--- src/rtl/btn_ctrl_pkg.sv ---
// Shared defaults for the push-button control bank.
//   N_BTN_DEF    : number of button channels
//   DB_W_DEF     : debounce counter width (window = 2^DB_W cycles)
//   LONG_W_DEF   : long-press counter width (threshold = 2^LONG_W-1 cycles)
//   SEL_W_DEF    : selection counter width
//   *_MAX_DEF    : saturation values derived from the widths above
package btn_ctrl_pkg;

  localparam int unsigned N_BTN_DEF  = 4;
  localparam int unsigned DB_W_DEF   = 20;
  localparam int unsigned LONG_W_DEF = 26;
  localparam int unsigned SEL_W_DEF  = 2;

  localparam int unsigned DB_MAX_DEF   = (1 << DB_W_DEF) - 1;
  localparam int unsigned LONG_MAX_DEF = (1 << LONG_W_DEF) - 1;
  localparam int unsigned SEL_MAX_DEF  = (1 << SEL_W_DEF) - 1;

endpackage

--- src/rtl/btn_chan.sv ---
// One push-button channel: 2-flop synchronizer, debouncer, press / long-press
// pulse generation and a modulo selection counter.
//   ILA_clk  : clock, rising edge
//   rstn     : asynchronous active-low reset
//   btn_i    : raw button level (1 = pressed)
//   mod_i    : selection modulus, 0 = full 2^SEL_W range
//   stable_o : debounced level
//   press_o  : one-cycle pulse on debounced press
//   long_o   : one-cycle pulse when a hold reaches the long-press threshold
//   sel_o    : selection counter
module btn_chan
  import btn_ctrl_pkg::*;
#(
  parameter int unsigned DB_W   = DB_W_DEF,
  parameter int unsigned LONG_W = LONG_W_DEF,
  parameter int unsigned SEL_W  = SEL_W_DEF
) (
  input  logic             ILA_clk,
  input  logic             rstn,
  input  logic             btn_i,
  input  logic [SEL_W-1:0] mod_i,
  output logic             stable_o,
  output logic             press_o,
  output logic             long_o,
  output logic [SEL_W-1:0] sel_o
);

  localparam logic [DB_W-1:0]   DbMax   = '1;
  localparam logic [LONG_W-1:0] LongMax = '1;
  localparam logic [SEL_W:0]    FullMod = {1'b1, {SEL_W{1'b0}}};

  logic              meta_q, sync_q;
  logic [DB_W-1:0]   db_cnt_q, db_cnt_d;
  logic              stable_q, stable_d;
  logic [LONG_W-1:0] hold_q, hold_d;
  logic              press_q, press_d;
  logic              long_q, long_d;
  logic [SEL_W-1:0]  sel_q, sel_d;
  logic [SEL_W:0]    mod_full;
  logic [SEL_W:0]    sel_inc;

  always_comb begin
    // Debounce: count consecutive cycles where the synchronized input
    // disagrees with the accepted level; any agreement restarts the window.
    db_cnt_d = '0;
    stable_d = stable_q;
    if (sync_q != stable_q) begin
      if (db_cnt_q == DbMax) begin
        stable_d = sync_q;
      end else begin
        db_cnt_d = db_cnt_q + 1'b1;
      end
    end

    hold_d = '0;
    if (stable_q) begin
      hold_d = (hold_q == LongMax) ? hold_q : hold_q + 1'b1;
    end

    press_d = stable_d & ~stable_q;
    // Fires only on the transition into saturation, so once per press.
    long_d  = (hold_d == LongMax) && (hold_q != LongMax);

    mod_full = (mod_i == '0) ? FullMod : {1'b0, mod_i};
    sel_inc  = {1'b0, sel_q} + 1'b1;
    sel_d    = sel_q;
    if (long_q) begin
      sel_d = '0;
    end else if (press_q) begin
      // Also wraps a value left out of range by a shrunk modulus.
      sel_d = (sel_inc >= mod_full) ? '0 : sel_inc[SEL_W-1:0];
    end
  end

  always_ff @(posedge ILA_clk or negedge rstn) begin
    if (!rstn) begin
      meta_q   <= 1'b0;
      sync_q   <= 1'b0;
      db_cnt_q <= '0;
      stable_q <= 1'b0;
      hold_q   <= '0;
      press_q  <= 1'b0;
      long_q   <= 1'b0;
      sel_q    <= '0;
    end else begin
      meta_q   <= btn_i;
      sync_q   <= meta_q;
      db_cnt_q <= db_cnt_d;
      stable_q <= stable_d;
      hold_q   <= hold_d;
      press_q  <= press_d;
      long_q   <= long_d;
      sel_q    <= sel_d;
    end
  end

  assign stable_o = stable_q;
  assign press_o  = press_q;
  assign long_o   = long_q;
  assign sel_o    = sel_q;

endmodule

--- src/rtl/btn_ctrl_bank.sv ---
// Bank of N_BTN independent push-button channels.
//   ILA_clk  : clock, rising edge
//   rstn     : asynchronous active-low reset
//   btn_in   : raw button levels, 1 = pressed
//   mod_i    : per-channel modulus, channel i at [i*SEL_W +: SEL_W]
//   stable_o : debounced levels
//   press_p  : one-cycle press pulses
//   long_p   : one-cycle long-hold pulses
//   sel_o    : per-channel selection counters, sliced as mod_i
module btn_ctrl_bank
  import btn_ctrl_pkg::*;
#(
  parameter int unsigned N_BTN  = N_BTN_DEF,
  parameter int unsigned DB_W   = DB_W_DEF,
  parameter int unsigned LONG_W = LONG_W_DEF,
  parameter int unsigned SEL_W  = SEL_W_DEF
) (
  input  logic                   ILA_clk,
  input  logic                   rstn,
  input  logic [N_BTN-1:0]       btn_in,
  input  logic [N_BTN*SEL_W-1:0] mod_i,
  output logic [N_BTN-1:0]       stable_o,
  output logic [N_BTN-1:0]       press_p,
  output logic [N_BTN-1:0]       long_p,
  output logic [N_BTN*SEL_W-1:0] sel_o
);

  for (genvar i = 0; i < N_BTN; i++) begin : g_chan
    btn_chan #(
      .DB_W  (DB_W),
      .LONG_W(LONG_W),
      .SEL_W (SEL_W)
    ) u_chan (
      .ILA_clk (ILA_clk),
      .rstn    (rstn),
      .btn_i   (btn_in[i]),
      .mod_i   (mod_i[i*SEL_W +: SEL_W]),
      .stable_o(stable_o[i]),
      .press_o (press_p[i]),
      .long_o  (long_p[i]),
      .sel_o   (sel_o[i*SEL_W +: SEL_W])
    );
  end

endmodule

--- config.mk ---
export PLATFORM = sky130hd
export DESIGN_NAME = btn_ctrl_bank
export DESIGN_NICKNAME = d
export VERILOG_FILES = /design/src/rtl/btn_ctrl_pkg.sv /design/src/rtl/btn_chan.sv /design/src/rtl/btn_ctrl_bank.sv
export SDC_FILE = /design/constraint.sdc
export NUM_CORES = 1
export LEC_CHECK = 0
export ABC_CLOCK_PERIOD_IN_PS = 3840
export BUFFER_PORTS_ARGS = -buffer_cell sky130_fd_sc_hd__buf_2
export CORE_MARGIN = 1.5
export CORE_UTILIZATION = 60
export DETAILED_ROUTE_END_ITERATION = 7
export HOLD_SLACK_MARGIN = 0.02
export PLACE_DENSITY = 0.88
export SLEW_MARGIN = 20
export SYNTH_ARGS = -nofsm -noshare
export SYNTH_HDL_FRONTEND = slang
export SYNTH_SLANG_ARGS = --single-unit
--- constraint.sdc ---
create_clock -name ILA_clk -period 3.84 [get_ports ILA_clk]
set_input_delay 0.768 -clock ILA_clk [delete_from_list [all_inputs] [get_ports ILA_clk]]
set_output_delay 0.768 -clock ILA_clk [all_outputs]
set_load 0.01 [all_outputs]
# ---- Word level (Yosys, flattened, before mapping)
# Cells that the tools add are included.
dict set report op_classes {
  n_reduce_logical 12
  eq_ne 20
  order_cmp 4
  n_bitwise 8
  muxes 40
  add_sub_neg 12
}
# op n
set op_table {}
lappend op_table {{== test 26 bit, second input constant} 8}
lappend op_table {{2-to-1 mux 26 bit} 8}
lappend op_table {{2-to-1 mux 20 bit} 8}
lappend op_table {{adder 26 x 1 -> 26 bit, second input constant} 4}
lappend op_table {{!= test 26 bit, second input constant} 4}
lappend op_table {{adder 20 x 1 -> 20 bit, second input constant} 4}
lappend op_table {{== test 20 bit, second input constant} 4}
lappend op_table {{2-to-1 mux 2 bit} 12}
lappend op_table {{adder 2 x 1 -> 3 bit, second input constant} 4}
lappend op_table {{greater-or-equal comparator 3 bit} 4}
lappend op_table {{2-to-1 mux 3 bit} 4}
lappend op_table {{logical NOT 2 bit} 4}
lappend op_table {{2-to-1 mux 1 bit} 8}
lappend op_table {{nonzero test 2 bit} 4}
lappend op_table {{AND 1 bit} 4}
lappend op_table {{logical AND 1 bit} 4}
lappend op_table {{!= test 1 bit} 4}
lappend op_table {{NOT 1 bit} 4}
dict set report totals {
  elab_cells 128
  inputBits 14
  output_inout_bits 20
  register_bits 212
}

# ---- Logic depth before layout (Yosys ltp)
# Gate-level depths: netlist of the first run.
dict set report logic_depth {
  word_depth 6
  depth_mapped 10
  depth_no_buf 8
}

# ---- Hierarchy
# Synthesis of the first run repeated with hierarchy kept, for this count alone.
dict set report unflattened {
  hier_cells 1180
  hier_area_um2 11741.3
}
# mod area_each_um2 n_inst cells_per_inst seq_area_each_um2
set modules_own_cells {}
lappend modules_own_cells {btn_chan 2935.3 4 295 1326.3}

# ---- Worst setup path after synthesis of the first run
# No wires, ideal clock.
dict set report synth_path {
  path_kind {flip-flop to flip-flop}
  start {register g_chan[0].u_chan.hold_q[0]}
  end {register g_chan[0].u_chan.long_q}
  n_path_buf 2
  t_required_ns 3.744
  arrival_ns 2.589
  period_less_slack_ns 2.685
  setup_time_ns 0.096
  slack_ns 1.155
  path_stages_with_launch 11
  cell_sequence {dfrtp_1 ha_1 and2_1 clkbuf_2 and4_4 buf_6 nand3_4 xor2_1 or4b_1 or4_1 nor4_2}
}
dict set report synth_via {
  elab_chain_cells 5
  word_cells_on_any_way 7
  cone_classes {1 x add/sub; 3 x eq/ne; 2 x mux; 1 x reduce/logical}
}
# item line
set synth_lines {}
lappend synth_lines {{start, declared} btn_chan.sv:35} ;# logic [LONG_W-1:0] hold_q, hold_d;
lappend synth_lines {{start signal, assigned} btn_chan.sv:90} ;# hold_q <= hold_d;
lappend synth_lines {{adder 26 x 1 -> 26 bit / == test 26 bit (equally long branches)} btn_chan.sv:57} ;# hold_d = (hold_q == LongMax) ? hold_q : hold_q + 1'b1;
lappend synth_lines {{2-to-1 mux 26 bit} btn_chan.sv:57}
lappend synth_lines {{2-to-1 mux 26 bit} btn_chan.sv:56} ;# if (stable_q) begin
lappend synth_lines {{== test 26 bit} btn_chan.sv:62} ;# long_d = (hold_d == LongMax) && (hold_q != LongMax);
lappend synth_lines {{logical AND 1 bit (*)} btn_chan.sv:62}
lappend synth_lines {{named net g_chan[0].u_chan.long_d} btn_chan.sv:37} ;# logic long_q, long_d;
lappend synth_lines {{end signal, assigned} btn_chan.sv:92} ;# long_q <= long_d;
lappend synth_lines {{end, declared} btn_chan.sv:37}
# Mark *: on every way through the listed nets, which the timed path passes. The rest lies on a longest branch.
# A chain may end at the register's enable or synchronous reset.

# ---- Final worst setup path of the first run
dict set report layout_path {
  start {register g_chan[0].u_chan.hold_q[12]}
  end {register g_chan[0].u_chan.long_q}
}
dict set report layout_via {
  elab_chain_cells 5
  word_cells_on_any_way 7
  cone_classes {1 x add/sub; 3 x eq/ne; 2 x mux; 1 x reduce/logical}
}
# item line
set layout_lines {}
lappend layout_lines {{adder 26 x 1 -> 26 bit / == test 26 bit (equally long branches)} btn_chan.sv:57}
lappend layout_lines {{2-to-1 mux 26 bit (*)} btn_chan.sv:57}
lappend layout_lines {{2-to-1 mux 26 bit (*)} btn_chan.sv:56}
lappend layout_lines {{named net g_chan[0].u_chan.hold_d[25]} btn_chan.sv:35}
lappend layout_lines {{== test 26 bit (*)} btn_chan.sv:62}
lappend layout_lines {{logical AND 1 bit (*)} btn_chan.sv:62}
lappend layout_lines {{named net g_chan[0].u_chan.long_d} btn_chan.sv:37}
# Marked as above.

==> results of run 1 <==
cells in the mapped netlist (3+ instances only):
cell type / instances / area, µm²
dfrtp_1: 212 / 5305
nor2_1: 155 / 581.8
nand2_1: 107 / 401.6
nand3_1: 77 / 385.4
xnor2_1: 67 / 586.8
xor2_1: 66 / 578.1
a21oi_1: 50 / 250.2
nand4_1: 45 / 281.5
and3_1: 30 / 187.7
nand2b_1: 30 / 187.7
inv_1: 29 / 108.9
clkbuf_1: 28 / 105.1
a211oi_1: 24 / 180.2
ha_1: 24 / 300.3
and2_1: 23 / 143.9
nor3_1: 21 / 105.1
o21ai_0: 21 / 105.1
and4_1: 18 / 157.7
mux2i_1: 18 / 180.2
nor4_1: 14 / 87.58
buf_4: 12 / 90.09
or2_2: 10 / 62.56
or3_1: 9 / 56.30
a31oi_1: 7 / 43.79
buf_2: 7 / 35.03
nor2b_1: 7 / 43.79
or4_1: 7 / 52.55
a21boi_0: 6 / 45.04
nand3b_1: 6 / 45.04
a2111oi_0: 5 / 43.79
nor3b_1: 5 / 37.54
a21o_1: 4 / 30.03
nor4_2: 4 / 50.05
a41oi_1: 3 / 26.28
buf_1: 3 / 11.26
buf_6: 3 / 33.78
mux2_2: 3 / 33.78
o211ai_1: 3 / 22.52
metrics by stage:
stage | hold slack, ps | instances | utilization
2_1_floorplan | 331.2 | 1195 | -
3_3_place_gp | 334.3 | 1417 | 0.6227
3_5_place_dp | 334.7 | 1417 | 0.6227
4_1_cts | 345.8 | 1456 | 0.6611
5_1_grt | 351.0 | 1456 | 0.6611
6_report | 337.2 | 1456 | 0.6611
worst reg2reg max path, delay by kind of cell (launching register included):
family / cells / cell delay, ps
flip-flops: 1 / 420
AO/OA/AOI/OAI: 1 / 270
AND/OR/NAND/NOR: 6 / 2240
sequential cells by signal, indices dropped and copies added (netlist names):
register                count
g_chan.u_chan.sync_q        4
g_chan.u_chan.hold_q      104
g_chan.u_chan.meta_q        4
g_chan.u_chan.stable_o      4
g_chan.u_chan.press_o       4
g_chan.u_chan.long_o        4
g_chan.u_chan.sel_o         8
g_chan.u_chan.db_cnt_q     80
worst min-delay path by stage:
stage	slack, ps	to	cells after the start	from
floorplan	330	g_chan[0].u_chan.sync_q$_DFF_PN0_	0	g_chan[0].u_chan.meta_q$_DFF_PN0_
global placement	330	g_chan[1].u_chan.sync_q$_DFF_PN0_	0	g_chan[1].u_chan.meta_q$_DFF_PN0_
detailed placement	330	g_chan[2].u_chan.sync_q$_DFF_PN0_	0	g_chan[2].u_chan.meta_q$_DFF_PN0_
CTS	350	g_chan[3].u_chan.meta_q$_DFF_PN0_	1	btn_in[3]
global route	350	g_chan[3].u_chan.meta_q$_DFF_PN0_	1	btn_in[3]
finish	340	g_chan[1].u_chan.hold_q[22]$_DFF_PN0_	1	rstn
area by class of cell:
class | count | area, µm² | area share
multi-input cells | 899 | 5604 | 0.4562
flip-flops and latches | 212 | 5305 | 0.4319
clock buffers | 35 | 690.7 | 0.05622
well taps | 234 | 292.8 | 0.02383
repair buffers | 42 | 255.2 | 0.02078
inverters | 30 | 112.6 | 0.009167
clock inverters | 4 | 23.77 | 0.001935
kinds of logic after synthesis:
| kind of cell | synth area share |
|---|---|
| AOI/OAI and AO/OA | 0.07749 |
| xor gates and xnor gates | 0.1031 |
| adders and majority gates | 0.02657 |
| buffers and inverters | 0.03476 |
| DFF | 0.4694 |
| muxes | 0.01893 |
| and+or+nand+nor | 0.2698 |
metal layers:
metal | track usage | routed length (µm)
met1 | 0.3237 | 9979
met2 | 0.4148 | 11360
met3 | 0.03214 | 980
met4 | 0.08033 | 512
met5 | 0 | 0
power by group through the flow:
stage               registers [mW]  clock network [mW]  logic, mW
floorplan                     2.30                   0     0.0424
global placement              2.30                   0      0.103
detailed placement            2.30                   0      0.107
CTS                           2.26                2.13      0.108
global route                  2.26                2.22      0.122
finish                        2.26                2.09      0.103
placed cells by master (no fill, tap or decap), types with 7 or more instances in the layout:
cell type / synthesis / routed
a211oi_1: 24 / 24
a21oi_1: 50 / 50
a31oi_1: 7 / 7
and2_1: 23 / 23
and3_1: 30 / 30
and4_1: 18 / 18
buf_2: 7 / 32
buf_4: 12 / 8
clkbuf_16: 0 / 23
clkbuf_8: 0 / 7
dfrtp_1: 212 / 212
ha_1: 24 / 24
inv_1: 29 / 29
mux2i_1: 18 / 18
nand2_1: 107 / 107
nand2b_1: 30 / 30
nand3_1: 77 / 77
nand4_1: 45 / 45
nor2_1: 155 / 155
nor2b_1: 7 / 7
nor3_1: 21 / 21
nor4_1: 14 / 14
o21ai_0: 21 / 21
or2_2: 10 / 10
or3_1: 9 / 9
or4_1: 7 / 7
xnor2_1: 67 / 67
xor2_1: 66 / 66
==> out/qor.yml, run 1 <==
run_status:
  outcome: "complete, no violations"
sta:
  fin_ws_ps: 810.9
  finalHoldViolCount: 0
  rsz0062_at_grt: "no"
  finalCritPeriodShare: 0.7888
  clock_skew_ps: 23.31
  tightest_slew_ps: 942.3
  fmax_ghz: 0.3301
  slew_violations: 0
  finalSetupTns_ps: 0
  fin_crit_ps: 3029
  relSlewSlack: 0.3718
  setup_viol: 0
detailed_routing:
  drt_pass1_iterations: 7
  route.detailed.drc: 0
  num_vias: 8715
  avgRoutedWirePerCell_um: 15.68
  viasPerCell: 5.986
  wl_um: 22830
  antenna_left: 0
  detail_route.iter0.violations: 643
synthesis:
  synth_nets: 1233
  postSynthAreaPerCell_um2: 9.458
  synth_edf_count: 0
  synth_cells: 1195
  ys_seq_elements: 212
  ys_seq_area_frac: 0.4694
  async_reset_ff_frac: 1.000
  ys.flop_type: "dfrtp_1"
  synth_area_mm2: 0.01130
  synth.distinct_cells: 63
  yosysWarningCount: 0
finish:
  finalInstanceArea_mm2: 0.01228
  drive_gt1_frac: 0.08756
  nNetsFinal: 1246
  diodes: 0
  syn2layout_area_growth_pct: 8.691
  fillers: 1364
critical_path:
  cpMaxStageDelayCell: "nor4_4"
  crit_top_cell: "nand2_1"
  crit_type: "reg2reg"
  path_cells: "nand4_1 -> nor4_4 -> nand2_1 -> a31oi_1 -> nand2_1 -> or4_1 -> nor4_2"
  crit_buf_inv: 0
  max_stage_delay_ps: 800
  crit_cells: 7
  worstPathRequired_ps: 4250
  arrival_ps: 3440
  reg2reg_from: "g_chan[0].u_chan.hold_q[12]$_DFF_PN0_"
  worstReg2RegEnd: "g_chan[0].u_chan.long_o$_DFF_PN0_"
  critical_path.endpoint: "g_chan[0].u_chan.long_o$_DFF_PN0_"
  r2r_slack_ps: 810
  crit_fanout: 17
  start_kind: "register"
  end_kind: "register"
  critPathTopFamily: "simple AND/OR/NAND/NOR gates"
  ff2ff_path_depth: 7
  critPathLaunch: "g_chan[0].u_chan.hold_q[12]$_DFF_PN0_"
floorplanning:
  die_height_um: 140.2
  core_mm2: 0.01858
  start_util: 0.6083
  die_w_um: 140.2
  dieArea_mm2: 0.01967
  std_cell_rows: 50
  io_pins: 34
cts:
  clock-root-buffer: "clkbuf_16"
  insertion_delay_ps: 520
  clkTransAtPathRegs_ps: 60
  clockBufferDepth: 3
  cts_max_level: 1
  hold_buffers: 0
  cts.sinks: 212
  cts_tree: "yes"
  cts_resized: 0
  numCtsBuffers: 23
  cts_setup_buffers: 0
power:
  pwr-share-seq: 0.508
  p_leak_nw: 5.095
  p_sw_frac: 0.2118
  p_per_area_mw_per_mm2: 362.4
  total_power_mw: 4.452
  power.switching_mw: 0.9432
  p_comb_frac: 0.023
  ir_drop_uv: 376.1
  p_int_mw: 3.509
  clkPwrFrac: 0.469
global_route:
  grt_max_degree: 128
  grt_pass1_vias: 8629
  grt_util_all_layers: 0.2434
  grt_pass1_wl_um: 40140
  antenna_found_initial: 0
  grt.overflow.total: 0
placed_design:
  routabilityCongestion: 0.9197
  place_hpwl_um: 15090
  io_buffers: 33
  placed_area_mm2: 0.01157
  pre_cts_ws_ps: 871.1
min_path:
  holdCritPathClass: "in2async"
job:
  drv_cap: 0
(Power assumes the default switching activity.)
==> run 2: changes to the inputs <==
--- a/config.mk
+++ b/config.mk
@@ -5,7 +5,7 @@
 export SDC_FILE = /design/constraint.sdc
 export NUM_CORES = 1
 export LEC_CHECK = 0
-export ABC_CLOCK_PERIOD_IN_PS = 3840
+export ABC_CLOCK_PERIOD_IN_PS = 3000
 export BUFFER_PORTS_ARGS = -buffer_cell sky130_fd_sc_hd__buf_2
 export CORE_MARGIN = 1.5
 export CORE_UTILIZATION = 60
==> constraint.sdc (replaced) <==
create_clock -name ILA_clk -period 3 [get_ports ILA_clk]
set_input_delay 0.6 -clock ILA_clk [delete_from_list [all_inputs] [get_ports ILA_clk]]
set_output_delay 0.6 -clock ILA_clk [all_outputs]
set_load 0.01 [all_outputs]
==> out/qor.yml, run 2 (synthesis results as in run 1) <==
critical_path:
  crit_buf_inv: 0  # unchanged
  cpMaxStageDelayCell: "or4_1"  # was nor4_4
  path_cells: "and3_1 -> and4_4 -> a41oi_1 -> nor3_2 -> or4b_1 -> or4_1 -> nor4_2"  # was nand4_1 -> nor4_4 -> nand2_1 -> a31oi_1 -> nand2_1 -> or4_1 -> nor4_2
  worstPathRequired_ps: 3410  # was 4250 ps
  crit_type: "reg2reg"  # unchanged
  start_kind: "register"  # unchanged
  crit_fanout: 11  # was 17
  critPathTopFamily: "simple AND/OR/NAND/NOR gates"  # unchanged
  max_stage_delay_ps: 510  # was 800 ps
  end_kind: "register"  # unchanged
  arrival_ps: 3230  # was 3440 ps
sta:
  finalSetupTns_ps: 0  # unchanged
  finalCritPeriodShare: 0.9409  # was 0.7888
  clock_skew_ps: 9.343  # was 23.31 ps
  slew_violations: 0  # unchanged
  tightest_slew_ps: 688.6  # was 942.3 ps
  fin_crit_ps: 2823  # was 3029 ps
  fmax_ghz: 0.3543  # was 0.3301 GHz
  setup_viol: 0  # unchanged
  rsz0062_at_grt: "no"  # unchanged
  finalHoldViolCount: 0  # unchanged
  relSlewSlack: 0.5375  # was 0.3718
detailed_routing:
  wl_um: 23110  # was 22830 µm
  detail_route.iter0.violations: 666  # was 643
  num_vias: 8793  # was 8715
  avgRoutedWirePerCell_um: 15.67  # was 15.68 µm
  viasPerCell: 5.961  # was 5.986
  drt_pass1_iterations: 7  # unchanged
  route.detailed.drc: 0  # unchanged
  antenna_left: 0  # unchanged
cts:
  insertion_delay_ps: 500  # was 520 ps
  clock-root-buffer: "clkbuf_16"  # unchanged
  cts_max_level: 1  # unchanged
  clockBufferDepth: 3  # unchanged
  clkTransAtPathRegs_ps: 60  # about the same
  cts.sinks: 212  # unchanged
  cts_tree: "yes"  # unchanged
  numCtsBuffers: 23  # unchanged
global_route:
  antenna_found_initial: 0  # unchanged
  grt_max_degree: 79  # was 128
  grt_util_all_layers: 0.2437  # was 0.2434
  grt_pass1_wl_um: 40130  # was 40140 µm
  grt.overflow.total: 0  # unchanged
  grt_pass1_vias: 8607  # was 8629
power:
  p_per_area_mw_per_mm2: 483.8  # was 362.4 mW/mm²
  p_sw_frac: 0.2079  # was 0.2118
  p_leak_nw: 5.252  # was 5.095 nW
  ir_drop_uv: 415.9  # was 376.1 µV
  p_comb_frac: 0.022  # was 0.023
  clkPwrFrac: 0.501  # was 0.469
  p_int_mw: 4.805  # was 3.509 mW
  power.switching_mw: 1.262  # was 0.9432 mW
  pwr-share-seq: 0.477  # was 0.508
floorplanning:
  start_util: 0.6083  # unchanged
  dieArea_mm2: 0.01967  # unchanged
  io_pins: 34  # unchanged
  std_cell_rows: 50  # unchanged
  die_height_um: 140.2  # unchanged
  core_mm2: 0.01858  # unchanged
  die_w_um: 140.2  # unchanged
finish:
  fillers: 1361  # was 1364
  largest_reg_flops: 104  # unchanged
  multi_input_area_mm2: 0.005619  # was 0.005604 mm²
  nNetsFinal: 1264  # was 1246
  mostFrequentLayoutCell: "dfrtp_1"  # unchanged
  syn2layout_area_growth_pct: 10.95  # was 8.691%
  finalInstanceArea_mm2: 0.01254  # was 0.01228 mm²
  layout_common_cells: "dfrtp_1, nor2_1, nand2_1"  # unchanged
  diodes: 0  # unchanged
  largest-register: "g_chan.u_chan.hold_q"  # unchanged
  drive_gt1_frac: 0.1048  # was 0.08756
  ff_latch_area_mm2: 0.005305  # unchanged
job:
  drv_cap: 0  # unchanged
placed_design:
  placed_area_mm2: 0.01168  # was 0.01157 mm²
  io_buffers: 33  # unchanged
  routabilityCongestion: 0.9186  # was 0.9197
  place_hpwl_um: 15430  # was 15090 µm
run_status:
  outcome: "complete, no violations"  # unchanged
min_path:
  holdCritPathClass: "in2async"  # unchanged
==> run 2: layout make-up <==
class / count / share of cell area
Clock inverter: 14 / 0.01696
Tap cell: 234 / 0.02335
Multi-Input combinational cell: 899 / 0.4481
Clock buffer: 26 / 0.04839
Inverter: 30 / 0.008980
Timing Repair Buffer: 60 / 0.03113
Sequential cell: 212 / 0.4231
==> run 2: routing by layer <==
metal	track usage	vias to the layer above	wire [µm]
met5	0	-	0
met4	0.06593	0	447
met3	0.03692	49	1260
met2	0.4153	266	11270
met1	0.3269	4247	10130
li1	-	4231	-
==> run 2: through the flow <==
step                      power, mW  setup WS (ps)  std cells  utilization  hold WS [ps]
after floorplan               2.997          315.3       1195            -         304.4
after global placement        3.079          302.2       1432       0.6288         333.4
after detailed placement      3.084          222.2       1432       0.6288         337.3
after CTS                     6.126          83.82       1472       0.6729         71.41
after global routing          6.263          15.26       1475       0.6749         88.67
final                         6.067          177.3       1475       0.6749         47.02
==> run 2: power by group through the flow <==
stage	sequential (mW)	clock [mW]	combinational, mW
CTS	2.89	3.09	0.141
finish	2.89	3.04	0.135
detailed placement	2.95	0	0.138
global placement	2.94	0	0.134
floorplan	2.94	0	0.0542
global route	2.90	3.21	0.161
==> run 2: final timing paths <==
| check | from | end | slack [ps] | cells past startpoint |
|---|---|---|---|---|
| worst min register to register | g_chan[2].u_chan.meta_q$_DFF_PN0_ | g_chan[2].u_chan.sync_q$_DFF_PN0_ | 350 | 0 |
| min in group ILA_clk | btn_in[3] | g_chan[3].u_chan.meta_q$_DFF_PN0_ | 210 | 1 |
| max in group asynchronous | rstn | g_chan[3].u_chan.hold_q[18]$_DFF_PN0_ | 2030 | 2 |
| worst min-delay path | rstn | g_chan[1].u_chan.hold_q[18]$_DFF_PN0_ | 50 | 1 |
| worst max-delay path | g_chan[0].u_chan.hold_q[3]$_DFF_PN0_ | g_chan[0].u_chan.long_o$_DFF_PN0_ | 180 | 7 |
| worst max register to register | g_chan[0].u_chan.hold_q[3]$_DFF_PN0_ | g_chan[0].u_chan.long_o$_DFF_PN0_ | 180 | 7 |
==> run 2: repair_timing <==
action / in CTS / in global routing
setup endpoints to repair: 0 / 2
resized for setup: 0 / 2
buffers inserted: 0 / 3
hold buffers: 0 / 0
